<file path="src/rtl/snn_pkg.sv">
// Shared state encoding and frame constants for the digit-recognition sequencer.
package snn_pkg;

  typedef enum logic [2:0] {
    LOAD,
    WRITE,
    START,
    WAIT_CORE,
    SEND,
    WAIT_TX
  } state_t;

  localparam int         IMG_BYTES  = 98;
  localparam int         IMG_BITS   = IMG_BYTES * 8;
  localparam logic [7:0] ASCII_ZERO = 8'h30;

  // Raw digits go out as a plain binary nibble; ASCII mode adds '0' for terminals.
  function automatic logic [7:0] digit_to_tx(input logic [3:0] digit, input logic ascii);
    logic [7:0] raw;
    raw = {4'h0, digit};
    return ascii ? (ASCII_ZERO + raw) : raw;
  endfunction

endpackage

</file>
<file path="src/rtl/snn_ctrl_byte_serializer.sv">
// Turns one received byte into eight LSB-first pixel bits for the input-unit RAM loader.
module byte_serializer (
  input  logic       clk,
  input  logic       rst_n,
  input  logic       load,
  input  logic [7:0] din,
  input  logic       shift,
  output logic       bit_out,
  output logic       last
);

  logic [7:0] shreg;
  logic [2:0] bit_cnt;

  always_ff @(posedge clk or negedge rst_n) begin
    if (!rst_n) begin
      shreg   <= 8'h00;
      bit_cnt <= 3'd0;
    end else if (load) begin
      shreg   <= din;
      bit_cnt <= 3'd0;
    end else if (shift) begin
      shreg   <= {1'b0, shreg[7:1]};
      bit_cnt <= bit_cnt + 3'd1;
    end
  end

  assign bit_out = shreg[0];
  // High during the cycle that emits the eighth bit of the byte.
  assign last    = shift && (bit_cnt == 3'd7);

endmodule

</file>
<file path="src/rtl/snn_ctrl.sv">
// Image loader / core sequencer / result sender for the SNN digit path.
// Define SNN_CTRL_ASCII_OUT_EN to transmit the digit as ASCII '0'..'9' instead of raw binary.
module snn_ctrl #(
  parameter int IMG_BYTES = snn_pkg::IMG_BYTES,
  parameter int ADDR_W    = $clog2(snn_pkg::IMG_BITS)
) (
  input  logic              clk,
  input  logic              rst_n,
  input  logic              rx_rdy,
  input  logic [7:0]        rx_data,
  output logic              core_start,
  input  logic              core_done,
  input  logic [3:0]        core_digit,
  input  logic [ADDR_W-1:0] core_addr,
  output logic [ADDR_W-1:0] ram_addr,
  output logic              ram_data,
  output logic              ram_we,
  output logic              tx_start,
  output logic [7:0]        tx_data,
  input  logic              tx_done,
  output logic              busy,
  output logic              overrun
);

  import snn_pkg::*;

  localparam int             BCW       = (IMG_BYTES > 1) ? $clog2(IMG_BYTES) : 1;
  localparam logic [BCW-1:0] LAST_BYTE = BCW'(IMG_BYTES - 1);

`ifdef SNN_CTRL_ASCII_OUT_EN
  localparam logic ASCII_OUT = 1'b1;
`else
  localparam logic ASCII_OUT = 1'b0;
`endif

  state_t            state;
  state_t            state_nxt;
  logic [BCW-1:0]    byte_cnt;
  logic [ADDR_W-1:0] load_addr;
  logic [7:0]        tx_reg;
  logic              accept;
  logic              writing;
  logic              ser_bit;
  logic              ser_last;

  assign accept  = rx_rdy && (state == LOAD);
  assign writing = (state == WRITE);

  byte_serializer u_ser (
    .clk     (clk),
    .rst_n   (rst_n),
    .load    (accept),
    .din     (rx_data),
    .shift   (writing),
    .bit_out (ser_bit),
    .last    (ser_last)
  );

  always_ff @(posedge clk or negedge rst_n) begin
    if (!rst_n) state <= LOAD;
    else        state <= state_nxt;
  end

  always_comb begin
    state_nxt = state;
    unique case (state)
      LOAD:      if (rx_rdy) state_nxt = WRITE;
      WRITE:     if (ser_last) state_nxt = (byte_cnt == LAST_BYTE) ? START : LOAD;
      START:     state_nxt = WAIT_CORE;
      WAIT_CORE: if (core_done) state_nxt = SEND;
      SEND:      state_nxt = WAIT_TX;
      WAIT_TX:   if (tx_done) state_nxt = LOAD;
      default:   state_nxt = LOAD;
    endcase
  end

  // The transmit byte is captured with the digit so it stays stable until the next result.
  always_ff @(posedge clk or negedge rst_n) begin
    if (!rst_n) begin
      byte_cnt  <= '0;
      load_addr <= '0;
      tx_reg    <= 8'h00;
      overrun   <= 1'b0;
    end else begin
      if (writing) begin
        load_addr <= load_addr + ADDR_W'(1);
        if (ser_last && (byte_cnt != LAST_BYTE)) byte_cnt <= byte_cnt + BCW'(1);
      end
      if ((state == WAIT_CORE) && core_done) tx_reg <= digit_to_tx(core_digit, ASCII_OUT);
      if ((state == WAIT_TX) && tx_done) begin
        byte_cnt  <= '0;
        load_addr <= '0;
      end
      if (rx_rdy && (state != LOAD)) overrun <= 1'b1;
    end
  end

  always_comb begin
    ram_addr   = load_addr;
    ram_data   = 1'b0;
    ram_we     = 1'b0;
    core_start = 1'b0;
    tx_start   = 1'b0;
    busy       = 1'b0;
    unique case (state)
      WRITE: begin
        ram_we   = 1'b1;
        ram_data = ser_bit;
      end
      START: begin
        ram_addr   = core_addr;
        core_start = 1'b1;
        busy       = 1'b1;
      end
      WAIT_CORE: begin
        ram_addr = core_addr;
        busy     = 1'b1;
      end
      SEND: begin
        tx_start = 1'b1;
        busy     = 1'b1;
      end
      WAIT_TX: busy = 1'b1;
      default: ;
    endcase
  end

  assign tx_data = tx_reg;

endmodule

</file>
<file path="config.mk">
export PLATFORM = sky130hd
export DESIGN_NAME = snn_ctrl
export DESIGN_NICKNAME = d
export VERILOG_FILES = /design/src/rtl/snn_pkg.sv /design/src/rtl/snn_ctrl_byte_serializer.sv /design/src/rtl/snn_ctrl.sv
export SDC_FILE = /design/constraint.sdc
export NUM_CORES = 1
export LEC_CHECK = 0
export BUFFER_PORTS_ARGS = -buffer_cell sky130_fd_sc_hd__buf_2
export CAP_MARGIN = 20
export CORE_AREA = 10 10 82 84
export CTS_CLUSTER_SIZE = 28
export DETAILED_ROUTE_END_ITERATION = 10
export DIE_AREA = 0 0 92 94
export MAX_ROUTING_LAYER = met4
export PLACE_DENSITY_LB_ADDON = 0.05
export SETUP_SLACK_MARGIN = 0.2
export SLEW_MARGIN = 40
export SYNTH_ARGS = -nofsm -noshare
export SYNTH_HDL_FRONTEND = slang
export SYNTH_SLANG_ARGS = --single-unit
</file>
<file path="constraint.sdc">
create_clock -name clk -period 4.37 [get_ports clk]
set_input_delay 0.2185 -clock clk [delete_from_list [all_inputs] [get_ports clk]]
set_output_delay 0.2185 -clock clk [all_outputs]
set_load 0.02 [all_outputs]
</file>
# [Yosys cells after proc, flatten, opt, wreduce, memory -nomap -nowiden]
# Index checks and enable logic that the tools add are counted.
[totals] out_inout_bits=24 input_bits=27 reg_bits=36 word_cells=58
[op_classes] n_eq_ne=12 muxes=21 n_reduce_logical=15 n_addsub=3
[op_table] operator="2-to-1 mux 10 bit" count=3
[op_table] operator="2-to-1 mux 7 bit" count=3
[op_table] operator="2-to-1 mux 3 bit" count=6
[op_table] operator="case mux 3 bit (6 select lines)" count=1
[op_table] operator="2-to-1 mux 8 bit" count=2
[op_table] operator="adder 10 x 1 -> 10 bit, second input constant" count=1
[op_table] operator="== test 3 bit, second input constant" count=3
[op_table] operator="inequality test 2 bit, second input constant" count=4
[op_table] operator="adder 7 x 1 -> 7 bit, second input constant" count=1
[op_table] operator="== test 7 bit, second input constant" count=1
[op_table] operator="inequality test 7 bit, second input constant" count=1
[op_table] operator="== test 3 x 2 -> 1 bit, second input constant" count=2
[op_table] operator="logical AND 1 bit" count=6
[op_table] operator="nonzero test 2 bit" count=3
[op_table] operator="2-to-1 mux 1 bit" count=5
[op_table] operator="AND reduction 4 bit" count=1
[op_table] operator="OR reduction 4 bit" count=1
[op_table] operator="adder 3 x 1 -> 3 bit, second input constant" count=1
[op_table] operator="== test 3 x 1 -> 1 bit, second input constant" count=1
[op_table] operator="logical NOT 3 bit" count=1
[op_table] operator="nonzero test 3 bit" count=1
[op_table] operator="2-to-1 mux 2 bit" count=1
[op_table] operator="AND reduction 2 bit" count=1
[op_table] operator="OR reduction 2 bit" count=1

# [Depth between registers and ports, before layout]
[depth] ltp_word=6 mapped_depth=6 ltp_nobuf=5

# [By module]
# Synthesis repeated with hierarchy kept, for this count alone.
[hier_totals] hier_cells=194 hier_area_um2=1989.4
[by_module_without_submodules] mod="snn_ctrl" area_per_inst_um2=1473.9 instances=1 cells_per_inst=147
[by_module_without_submodules] mod="byte_serializer" area_per_inst_um2=515.5 instances=1 cells_per_inst=47

# [Least setup slack after synthesis]
# No wires, ideal clock.
[synth_path] path_kind="flip-flop to output port" start="register state[2]" end="output ram_addr[4]" arrival_time_ps=1563 path_slack_ps=2588 stages_incl_launch_ff=6 required_time_ps=4152 path_cell_list="dfrtp_1 > buf_2 > inv_1 > ha_1 > buf_1 > o21ai_0"
[synth_between] elab_chain_len=3
[synth_rtl] item="start: declaration" line_no="snn_ctrl.sv:36" source="state_t state;"
[synth_rtl] item="start signal: assignment" line_no="snn_ctrl.sv:61" source="else state <= state_nxt;"
[synth_rtl] item="== test 3 x 2 -> 1 bit" line_no="snn_ctrl.sv:105" source="unique case (state)"
[synth_rtl] item="OR reduction 2 bit (no source line) *"
[synth_rtl] item="2-to-1 mux 10 bit *" line_no="snn_ctrl.sv:105"
[synth_rtl] item="end: declaration" line_no="snn_ctrl.sv:15" source="output logic [ADDR_W-1:0] ram_addr,"
# Every way passes the cells marked *; elsewhere a longest branch is shown, timed or not.

# [Worst setup path in the final report]
[layout_path] start="register state[2]" end="output ram_data"
[layout_between] elab_chain_len=2
[layout_rtl] item="== test 3 x 1 -> 1 bit" line_no="snn_ctrl.sv:105"
[layout_rtl] item="2-to-1 mux 1 bit" line_no="snn_ctrl.sv:105"
[layout_rtl] item="end: declaration" line_no="snn_ctrl.sv:16" source="output logic ram_data,"
# No other way between the ends.

==> results by stage <==
Status:
- The flow ran to the end, and the final reports show no timing, DRC or antenna violations.

STA:
- The hold violation total from the final report was 0.
- The number of failing setup endpoints in the final timing report is 0.
- The post-route minimum period is 2.95 ns.
- Setup repair after global routing left no endpoint under its margin.
- The relative slew slack is 0.504.
- For the pin with the worst max-slew slack, the measured transition is 0.744 ns.
- The highest clock rate is roughly 340 MHz.
- The worst setup skew after layout is between 0.008 and 0.009 ns.
- The number of max-slew violations in the final report is 0.
- The setup TNS is 0 ns.
- Of the available clock period, the critical path in the final layout requires 0.676.

Global route:
- The total overflow left after global routing is 0.
- The maximum number of pins on one net before global-route repair is 37.
- The first-pass GRT wire length is roughly 7.8 mm.
- The number of antenna violations at the first check in global routing is 0.
- The via count of the first global-routing pass is about 1700.
- The total global routing track utilization is 0.113.

Floorplanning:
- The height of the chip is ~94 um.
- The starting density of the core is 0.391.
- The die footprint is around 0.0086 mm^2.
- The floorplan step defined a core boundary enclosing 0.00507 mm^2.
- The floorplan has 26 rows.
- 51 I/O pins were placed.
- The die is slightly above 90 um wide.

Yosys:
- The number of synthesis warnings is 0.
- The mapped netlist covers between 0.0015 and 0.002 mm^2.
- The synthesized instance count is 197.
- Of all cell types, the one taking the most synthesized area is sky130_fd_sc_hd__dfrtp_1.
- The number of flops mapped to enable cells by yosys is 0.
- The number of different library cells used by synthesis comes to 39.
- The top flip-flop cell by instance count after synthesis is sky130_fd_sc_hd__dfrtp_1.
- The synthesized area per cell is 10.1 um^2.
- The portion of synthesized cell area occupied by the leading cell type is 0.454.
- Counting flops with an async set or reset pin after synthesis yields a share of 1.00.
- The register area share after synthesis is 0.454.
- The total of flip-flops plus latches after synthesis is 36.
- By area the synthesized netlist is led by sky130_fd_sc_hd__dfrtp_1 45%, sky130_fd_sc_hd__mux2_2 7.4%, sky130_fd_sc_hd__mux2i_1 6.1%.

Power:
- Dividing total power by cell area gives a power density of 590 mW/mm^2.
- IR analysis of the VDD net gives a maximum drop of 0.214 mV.
- The static leakage is 0.00109 uW.
- The overall power after layout is 1380 uW.

Clocking:
- Clock latency on the worst-skew pair, taken at its later pin, is 0.28 ns.
- The clock net in this run drives a total of 36 sinks.
- No sink is reached through more buffers than the 2 on the longest clock path.
- The register clock-pin slew on the reported worst setup and hold paths is ~0.060 ns.
- The TritonCTS buffer count is 5.
- The CTS tree is yes.
- The H-tree was split into 2 levels.
- Clock tree synthesis selected as its root buffer the cell sky130_fd_sc_hd__clkbuf_8.
- The count of instances resized after the clock tree is built is 0.

Detailed routing:
- For this run, design rule violations remaining after detail routing come to 0.
- The number of DRC violations after detailed-routing iteration 0 is 28.
- Summing over every cut layer, the via total after detailed routing is roughly 1600.
- The detailed-route vias per instance is 5.19.
- The first TritonRoute pass finished after 4 iterations.
- The routed wirelength normalized by instance count is roughly 15 um.
- Once detail routing completed, the nets flagged for antenna violations numbered 0.
- The wire length after detailed routing is 4.58 mm.

Cells and area:
- The area growth from synthesis to final layout is 18.0%.
- With fillers left out, the area of the finished cells amounts to 0.00234 mm^2.
- The fraction of layout instances using a drive strength above 1 is 0.278.
- The count of inserted antenna diode cells is 0.
- For this run, the post-layout net count is roughly 270.

Worst setup path:
- The endpoint of the most critical register-to-register path is u_ser.shreg[0]$_DFFE_PN0P_.
- STA puts the critical path data arrival time at approximately 2.7 ns.
- The critical path starts at state[2]$_DFFE_PN0P_.
- The worst setup path is launched from a flop.
- Data on the critical path is required at its endpoint by just over 4 ns.
- The startpoint identified for the worst register-to-register timing path is state[2]$_DFFE_PN0P_.
- The category of the worst setup path capture point is an output pin.
- Along the worst path, the maximum fanout reaches 22.
- The setup slack of the most critical reg-to-reg path is around 1.8 ns.
- The number of cells on the worst reg-to-reg path is 3.
- The critical path start-end classification is reg2out.

Min path:
- The critical hold path startpoint is rx_data[2].
- The number of cells traversed by the worst hold path is 3.
- The end of the worst hold path is u_ser.shreg[2]$_DFFE_PN0P_.
- In this run the worst hold path is classified as in2reg.

Placed design:
- The final RePlAce weighted congestion is 0.876.
- Summing all placed instances gives a cell area of around 0.0022 mm^2.
- The wire-length estimate of the detail-placed layout is between 3 and 4 mm.
- The number of I/O port buffers is 46.

Run:
- Across the run, the number of max-cap violations was 0.
[where the power goes]
part           switching, uW  internal, uW
combinational            323           240
clock                    112           129
sequential               126           452
total                    562           820
[critical path, cell delays in order (launching register included)]
cell,delay [ns]
sky130_fd_sc_hd__dfrtp_1,0.60
sky130_fd_sc_hd__or3b_1,0.67
sky130_fd_sc_hd__clkinv_1,0.67
sky130_fd_sc_hd__and2_1,0.36
sky130_fd_sc_hd__buf_2,0.15
[synthesized netlist by cell type (all sizes together) (3+ instances only)]
cell type / count
or3: 3
nand4: 3
nand3: 11
nor4: 3
nor3: 3
clkbuf: 4
buf: 11
inv: 8
o21ai: 11
ha: 6
nand2: 26
mux2: 13
dfrtp: 36
o31ai: 6
o211ai: 4
a21oi: 7
or4: 5
mux2i: 12
[flip-flops by register name (all words and copies together), names as in the netlist]
signal,flops
byte_cnt,7
load_addr,10
overrun,1
state,3
tx_data,4
u_ser.bit_cnt,3
u_ser.shreg,8
[what timing repair did]
action                                  in CTS  in global routing
endpoints found under the hold margin        0                 36
endpoints found under the setup margin       0                  0
hold buffers                                 0                  1
buffers inserted                             0                  0
[worst max path at each step]
stage	endpoint	cells past startpoint
CTS	ram_data	4
global placement	ram_data	4
finish	ram_data	4
detailed placement	ram_data	4
global route	ram_data	4
floorplan	ram_addr[4]	5
[placed cells by master (no fill, tap or decap), types with 3 or more instances in the layout]
cell,n
sky130_fd_sc_hd__inv_1,8
sky130_fd_sc_hd__buf_2,45
sky130_fd_sc_hd__or4_1,5
sky130_fd_sc_hd__o31ai_1,6
sky130_fd_sc_hd__mux2_2,13
sky130_fd_sc_hd__nor3_1,3
sky130_fd_sc_hd__a21oi_1,7
sky130_fd_sc_hd__o21ai_0,11
sky130_fd_sc_hd__nand4_1,3
sky130_fd_sc_hd__nand2_1,26
sky130_fd_sc_hd__ha_1,6
sky130_fd_sc_hd__clkbuf_8,6
sky130_fd_sc_hd__or3_1,3
sky130_fd_sc_hd__conb_1,4
sky130_fd_sc_hd__dfrtp_1,36
sky130_fd_sc_hd__mux2i_1,12
sky130_fd_sc_hd__o211ai_1,4
sky130_fd_sc_hd__nor4_1,3
sky130_fd_sc_hd__nand3_1,11
[kinds of logic after synthesis]
| family | count (synthesis) | synth area share |
|---|---|---|
| DFF | 36 | 0.454 |
| adders and majority gates | 6 | 0.0378 |
| muxes | 25 | 0.134 |
| and+or+nand+nor | 68 | 0.192 |
| other | 1 | 0.00189 |
| AOI/OAI and AO/OA | 36 | 0.117 |
| xor gates and xnor gates | 1 | 0.00441 |
| buffers and inverters | 24 | 0.0586 |
[area by class of cell]
| class | count | area, um^2 |
|---|---|---|
| Sequential cell | 36 | 901 |
| Multi-Input combinational cell | 140 | 978 |
| Clock buffer | 8 | 90.1 |
| Tap cell | 70 | 87.6 |
| Inverter | 9 | 33.8 |
| Timing Repair Buffer | 48 | 250 |
| Fill cell | 514 | 2730 |
[per-stage QoR]
step | hold WS [ns] | worst slack [ns] | instances | util
after floorplan | -0.0771 | 2.59 | 200 | -
after global placement | 0.358 | 1.76 | 301 | 0.440
after detailed placement | 0.363 | 1.69 | 301 | 0.440
after CTS | 0.0540 | 1.35 | 309 | 0.457
after global routing | 0.128 | 1.17 | 311 | 0.461
final | 0.140 | 1.42 | 311 | 0.461
[metal layers]
layer  vias to the layer above  GRT usage  wire length [um]
met5                         -          -                 0
met3                         2     0.0360               222
met2                        36      0.180              2290
met1                       787      0.134              2050
li1                        790          -                 -
met4                         0     0.0373                23
(Power assumes the default switching activity.)
